===== config.mk =====
export PLATFORM = sky130hd
export DESIGN_NAME = spi_rx_stream
export DESIGN_NICKNAME = d
export VERILOG_FILES = /design/src/rtl/spi_rx_stream.sv
export SDC_FILE = /design/constraint.sdc
export NUM_CORES = 1
export LEC_CHECK = 0
export CAP_MARGIN = 0
export CORE_ASPECT_RATIO = 0.9
export CORE_UTILIZATION = 33
export CTS_CLUSTER_DIAMETER = 30
export DETAILED_ROUTE_END_ITERATION = 6
export MAX_ROUTING_LAYER = met4
export PLACE_DENSITY_LB_ADDON = 0.3
export SYNTH_ARGS = -nofsm -noshare
export SYNTH_HDL_FRONTEND = slang
export SYNTH_SLANG_ARGS = --single-unit

===== constraint.sdc =====
create_clock -name aclk -period 21.7 [get_ports aclk]
set_clock_uncertainty 0.1 [all_clocks]
set_input_delay 4.34 -clock aclk [delete_from_list [all_inputs] [get_ports aclk]]
set_output_delay 4.34 -clock aclk [all_outputs]
set_load 0.05 [all_outputs]

===== src/rtl/spi_rx_stream.sv =====
// spi_rx_stream: oversampled serial word receiver feeding a FWFT FIFO with an AXI-Stream master
module spi_rx_stream #(
  parameter int DATA_WIDTH  = 32,
  parameter int FIFO_DEPTH  = 8,
  parameter int MSB_FIRST   = 1,
  parameter int SYNC_STAGES = 2
) (
  input  logic                                 aclk,
  input  logic                                 areset,
  input  logic                                 sclk,
  input  logic                                 sdata,
  input  logic                                 svalid,
  output logic [DATA_WIDTH-1:0]                m_tdata,
  output logic                                 m_tvalid,
  input  logic                                 m_tready,
  output logic [$clog2(FIFO_DEPTH+1)-1:0]      fifo_level,
  output logic                                 overflow,
  output logic                                 frame_err,
  output logic [7:0]                           drop_count,
  input  logic                                 clear_flags
);
  localparam int LW = $clog2(FIFO_DEPTH + 1);
  localparam int AW = $clog2(FIFO_DEPTH);
  localparam int CW = $clog2(DATA_WIDTH);
  localparam logic [LW-1:0] FULL = LW'(FIFO_DEPTH);
  localparam logic [CW-1:0] LAST = CW'(DATA_WIDTH - 1);

  logic [SYNC_STAGES-1:0] sclk_q, sdata_q, svalid_q;
  logic                   ss_sclk_d_q;
  logic                   ss_sclk, ss_sdata, ss_svalid;
  logic [DATA_WIDTH-1:0]  shift_q, shift_d, word_next;
  logic [CW-1:0]          cnt_q, cnt_d;
  logic [DATA_WIDTH-1:0]  mem_q [FIFO_DEPTH];
  logic [AW-1:0]          wr_q, wr_d, rd_q, rd_d;
  logic [LW-1:0]          level_q, level_d;
  logic                   overflow_q, overflow_d, frame_err_q, frame_err_d;
  logic [7:0]             drop_q, drop_d;
  logic                   sample, frame_bad, push, pop, accept, drop;

  assign ss_sclk    = sclk_q[SYNC_STAGES-1];
  assign ss_sdata   = sdata_q[SYNC_STAGES-1];
  assign ss_svalid  = svalid_q[SYNC_STAGES-1];
  assign m_tvalid   = level_q != '0;
  assign m_tdata    = mem_q[rd_q];
  assign fifo_level = level_q;
  assign overflow   = overflow_q;
  assign frame_err  = frame_err_q;
  assign drop_count = drop_q;

  // bring the serial link into the aclk domain and keep the previous sclk for edge detection
  always_ff @(posedge aclk or posedge areset) begin
    if (areset) begin
      sclk_q      <= '0;
      sdata_q     <= '0;
      svalid_q    <= '0;
      ss_sclk_d_q <= 1'b0;
    end else begin
      sclk_q      <= {sclk_q[SYNC_STAGES-2:0], sclk};
      sdata_q     <= {sdata_q[SYNC_STAGES-2:0], sdata};
      svalid_q    <= {svalid_q[SYNC_STAGES-2:0], svalid};
      ss_sclk_d_q <= ss_sclk;
    end
  end

  // word assembly, FIFO bookkeeping and sticky error flags
  always_comb begin
    sample     = ss_sclk && !ss_sclk_d_q && ss_svalid;
    frame_bad  = !ss_svalid && cnt_q != '0;
    word_next  = (MSB_FIRST != 0) ? {shift_q[DATA_WIDTH-2:0], ss_sdata} : {ss_sdata, shift_q[DATA_WIDTH-1:1]};
    push       = sample && cnt_q == LAST;
    shift_d    = frame_bad ? '0 : sample ? word_next : shift_q;
    cnt_d      = (frame_bad || push) ? '0 : sample ? cnt_q + 1'b1 : cnt_q;
    pop        = m_tvalid && m_tready;
    accept     = push && (level_q != FULL || pop);
    drop       = push && !accept;
    level_d    = (accept && !pop) ? level_q + 1'b1 : (pop && !accept) ? level_q - 1'b1 : level_q;
    wr_d       = accept ? wr_q + 1'b1 : wr_q;
    rd_d       = pop ? rd_q + 1'b1 : rd_q;
    overflow_d = (overflow_q && !clear_flags) || drop;
    frame_err_d = (frame_err_q && !clear_flags) || frame_bad;
    drop_d     = clear_flags ? {7'd0, drop} : (drop && drop_q != 8'hff) ? drop_q + 8'd1 : drop_q;
  end

  // state registers; reset discards any partial word and all buffered words
  always_ff @(posedge aclk or posedge areset) begin
    if (areset) begin
      shift_q     <= '0;
      cnt_q       <= '0;
      wr_q        <= '0;
      rd_q        <= '0;
      level_q     <= '0;
      overflow_q  <= 1'b0;
      frame_err_q <= 1'b0;
      drop_q      <= '0;
      for (int i = 0; i < FIFO_DEPTH; i++) mem_q[i] <= '0;
    end else begin
      shift_q     <= shift_d;
      cnt_q       <= cnt_d;
      wr_q        <= wr_d;
      rd_q        <= rd_d;
      level_q     <= level_d;
      overflow_q  <= overflow_d;
      frame_err_q <= frame_err_d;
      drop_q      <= drop_d;
      if (accept) mem_q[wr_q] <= word_next;
    end
  end
endmodule


==> flow_results.org <==
** Placement
- HPWL reported at the end of detailed placement :: 17200 um
- Port buffering added 53 buffers.
- Gpl congestion :: 0.754
- Before CTS, the worst setup slack after placement is 14.13 ns.

** Power and ir drop
- Leak pwr :: 8.45 nW
- Power density of the placed cells :: 100 nW/um2
- Maximum VDD drop :: 0.0554 mV

** Setup path
- STA classifies the critical path startpoint as a flop.
- Delay of the slowest cell on the worst path :: 0.80 ns
- The worst setup path is captured at an output port.
- End of the worst register-to-register path :: mem_q[45]
- Data arrival time of the critical path :: 3.69 ns
- Critical Path RT :: 17.26 ns
- Slowest CP cell :: sky130_fd_sc_hd__buf_4
- Total buffers and inverters traversed by the critical path :: 2
- The worst register-to-register path has a setup slack of 18.29 ns.
- Worst-case reg-to-reg path depth :: 6
- Cell type group with the largest total delay on the critical path :: buffers and inverters
- By startpoint and endpoint, the worst setup path is classified as reg2out.
- Walking the worst path, the cells encountered are buf_4, mux4_2, mux2_2, clkdlybuf4s50_1.
- The worst register-to-register path begins at svalid_q[1].
- Along the worst path, the maximum fanout reaches 48.
- Worst setup path startpoint :: rd_q[0]
- Worst path depth :: 4

** Drt
- Once detail routing completed, the nets flagged for antenna violations numbered 0.
- Final routed wire length divided by cell count :: 19.2 um
- The first detailed-routing pass took 5 iterations.
- DRT iter0 DRCs :: 406
- Detailed routing inserted a total of 8306 vias.
- Summed over all layers, the routed wires come to 31800 um.
- Number of remaining DRC errors :: 0
- Mean number of vias per cell :: 5.02

** GRT
- Initial antenna violation count :: 0
- The first global-routing pass estimated 52200 um of wire.
- The via count of the first global-routing pass came to 8924.
- Total global-route track usage :: 15.5%
- GRT Residual Overflow :: 0
- Entering global routing, the biggest net connects 102 pins.

** Clocking
- Root Buffer Master :: sky130_fd_sc_hd__clkbuf_16
- The number of gates resized after CTS was 0.
- Worst skew pair latency :: 0.58 ns
- Hold repair after CTS inserted 0 buffers.
- Counting every sink on the clock net gives 319.
- After clock tree synthesis, the clock-pin slew on the worst setup and hold paths is 0.05 ns.
- TritonCTS built the clock tree.
- Clock tree synthesis inserted a total of 78 buffers.
- The clock passes through at most 3 buffers.
- The clock tree synthesis step divided the H-tree into 3 levels.
- Buffers added to address setup during post-CTS repair amount to 0.

** Timing
- Transition time at the pin with the least slew margin :: 1.10 ns
- Final Max Tran Viols :: 0
- Count of endpoints failing hold in the final timing report :: 0
- After layout, the minimum clock period comes to 8.13 ns.
- RSZ-0062 raised after global routing :: false
- After layout, the worst path uses 37.5% of the clock period.
- Relative slew slack :: 26.7%
- Setup TNS :: 0 ns
- Setup violations remaining at the end of the flow were counted as 0.
- Final WS setup :: 13.57 ns
- Static timing analysis puts the maximum clock frequency at 123 MHz.

** Logic synthesis
- In this run, distinct cell masters in the synthesized netlist total 45.
- Synthesis inferred 319 register bits.
- Most frequent cells after synthesis :: 319 x sky130_fd_sc_hd__dfrtp_1, 254 x sky130_fd_sc_hd__mux2_2, 74 x sky130_fd_sc_hd__nand2_1, 64 x sky130_fd_sc_hd__mux4_2, 48 x sky130_fd_sc_hd__clkbuf_1
- The biggest area contributor in the post-synthesis netlist is sky130_fd_sc_hd__dfrtp_1.
- A synthesized cell averages 14.8 um2.
- Of all flip-flops after synthesis, the portion carrying an async set or reset was 100%.
- Largest cells by area after synthesis :: sky130_fd_sc_hd__dfrtp_1 55%, sky130_fd_sc_hd__mux2_2 20%, sky130_fd_sc_hd__mux4_2 10%
- Summing the areas of all and, or, nand and nor instances in the mapped netlist gives 4.03% of the synthesized area.
- Summed over its instances, the top area cell type makes up 55.5% of the synthesized netlist area.
- In this run, synthesis inferred 0 flip-flops with an integrated enable.
- Area fraction in compound gates after synthesis :: 2.62%
- Fraction of the yosys area taken by sequential cells :: 55.5%
- Most common cell in the netlist :: sky130_fd_sc_hd__dfrtp_1
- For this run, the number of Yosys warnings is 0.
- The synthesized netlist devotes 0.365% of its cell area to XOR and XNOR gates.
- Adder-Cell Fraction of Synth Area :: 0.922%
- When the netlist entered floorplanning its net count stood at 992.
- Share of synthesized area spent on multiplexers :: 33.6%
- Main combinational cell family by area after synthesis :: multiplexers
- For this run, the leading register cell type out of synthesis is sky130_fd_sc_hd__dfrtp_1.
- The cell area that synthesis handed to floorplanning was 14400 um2.
- Number of cells produced by synthesis :: 975

** Cells and area
- Of the cells placed in the final design, the portion with a size suffix greater than 1 is 46.0%.
- Count of nets after finishing :: 1055
- The area growth from synthesis to layout is 25.6%.
- Number of antenna cells inserted :: 0
- Number of inserted filler cells in the final layout :: 3877

** Floorplan
- The floorplan step defined a core boundary enclosing 43000 um2.
- Std-Cell Rows :: 72
- Die area :: 44400 um2
- For this configuration, the core starts out at a cell density of 33.5%.
- In this run the vertical extent of the chip is 200 um.
- From left edge to right edge, the die measures 222 um.
- 54 I/O pins were placed.

** Worst hold path
- Worst hold path type :: reg2reg
- Worst min-delay path endpoint :: sdata_q[1]
- Worst hold path startpoint :: sdata_q[0]
- The worst hold path passes through 0 cells.

** Status
- The flow ran to the end, and the final reports show no timing, DRC or antenna violations.

** Run
- Maximum capacitance violations :: 0
metrics by stage:
step                hold slack, ns  utilization (%)  area [um2]  std cells  power [mW]
floorplan                    0.231                -       14400        975       0.648
global placement             0.233             35.8       15400       1513       0.666
detailed placement           0.235             35.8       15400       1513       0.666
CTS                          0.245             42.1       18100       1656        1.84
global route                 0.251             42.1       18100       1656        1.88
finish                       0.244             42.1       18100       1656        1.81
metal layers:
metal	vias to the layer above	share of wire, %	track usage (%)
li1	3699	-	-
met1	4383	47	21.0
met2	153	46	22.9
met3	71	3.8	3.54
met4	0	2.4	5.31
met5	-	0	-
final cells by class:
| class | count | area (um2) | share of cell area (%) |
|---|---|---|---|
| clock buffer | 100 | 2150 | 11.9 |
| inverter | 9 | 41.3 | 0.229 |
| tap | 555 | 694 | 3.84 |
| clock inverter | 43 | 520 | 2.88 |
| multi-input combinational | 560 | 6020 | 33.3 |
| sequential | 319 | 7990 | 44.2 |
| timing repair buffer | 70 | 658 | 3.64 |
power breakdown:
| group | switching, mW | leakage [nW] | total [mW] | internal, mW |
|---|---|---|---|---|
| Clock | 0.356 | 1.29 | 1.16 | 0.803 |
| Sequential | 0.00661 | 4.43 | 0.609 | 0.602 |
| Combinational | 0.0361 | 2.72 | 0.0474 | 0.0112 |
| Total | 0.398 | 8.45 | 1.81 | 1.42 |
state kept, by name, summed over array words and instances, names as in the netlist:
name,count
rd_q,3
cnt_q,5
sdata_q,2
frame_err,1
svalid_q,2
drop_count,8
wr_q,3
ss_sclk_d_q,1
fifo_level,4
overflow,1
mem_q,256
sclk_q,2
shift_q,31
cells by family after synthesis:
logic type / count (synthesis)
XOR/XNOR: 6
AO/OA/AOI/OAI: 65
adder cells (fa/ha/maj): 10
flip-flops: 319
buffers and inverters: 96
multiplexers: 356
AND/OR/NAND/NOR: 123
how the worst max path moves through the flow:
stage                  endpoint  slack, ns
floorplan              cnt_q[0]       8.43
global placement    m_tdata[30]      14.14
detailed placement  m_tdata[30]      14.13
CTS                 m_tdata[30]      13.50
global route        m_tdata[30]      13.38
finish              m_tdata[30]      13.57
cells in the final DEF (no fill, tap or decap), types with 2 or more instances in the layout:
cell type                         netlist  routed
sky130_fd_sc_hd__dfrtp_1              319     316
sky130_fd_sc_hd__mux2_2               254     254
sky130_fd_sc_hd__clkbuf_16              0      79
sky130_fd_sc_hd__nand2_1               74      74
sky130_fd_sc_hd__mux4_2                64      64
sky130_fd_sc_hd__clkdlybuf4s50_1        0      53
sky130_fd_sc_hd__a21oi_1               43      43
sky130_fd_sc_hd__mux2_4                30      30
sky130_fd_sc_hd__buf_4                  2      17
sky130_fd_sc_hd__clkinv_2               0      14
sky130_fd_sc_hd__clkbuf_1              48      12
sky130_fd_sc_hd__nor3_1                10       9
sky130_fd_sc_hd__ha_1                   9       9
sky130_fd_sc_hd__clkbuf_8               0       9
sky130_fd_sc_hd__bufinv_16              0       9
sky130_fd_sc_hd__inv_1                  9       8
sky130_fd_sc_hd__clkinvlp_4             0       8
sky130_fd_sc_hd__mux2_1                 7       7
sky130_fd_sc_hd__nand3_1                8       7
sky130_fd_sc_hd__clkinv_4               0       7
sky130_fd_sc_hd__a21o_1                 5       5
sky130_fd_sc_hd__o31ai_1                5       5
sky130_fd_sc_hd__xnor2_1                5       5
sky130_fd_sc_hd__nor2_1                 6       5
sky130_fd_sc_hd__o21ai_0                4       4
sky130_fd_sc_hd__nand4_1                3       3
sky130_fd_sc_hd__nand2b_1               3       3
sky130_fd_sc_hd__o211ai_1               3       3
sky130_fd_sc_hd__or4_1                  4       3
sky130_fd_sc_hd__inv_6                  0       3
sky130_fd_sc_hd__nor2b_1                2       2
sky130_fd_sc_hd__nand3b_1               2       2
sky130_fd_sc_hd__and3_1                 2       2
sky130_fd_sc_hd__clkinv_8               0       2
sky130_fd_sc_hd__dfrtp_4                0       2
(Power assumes the default switching activity.)
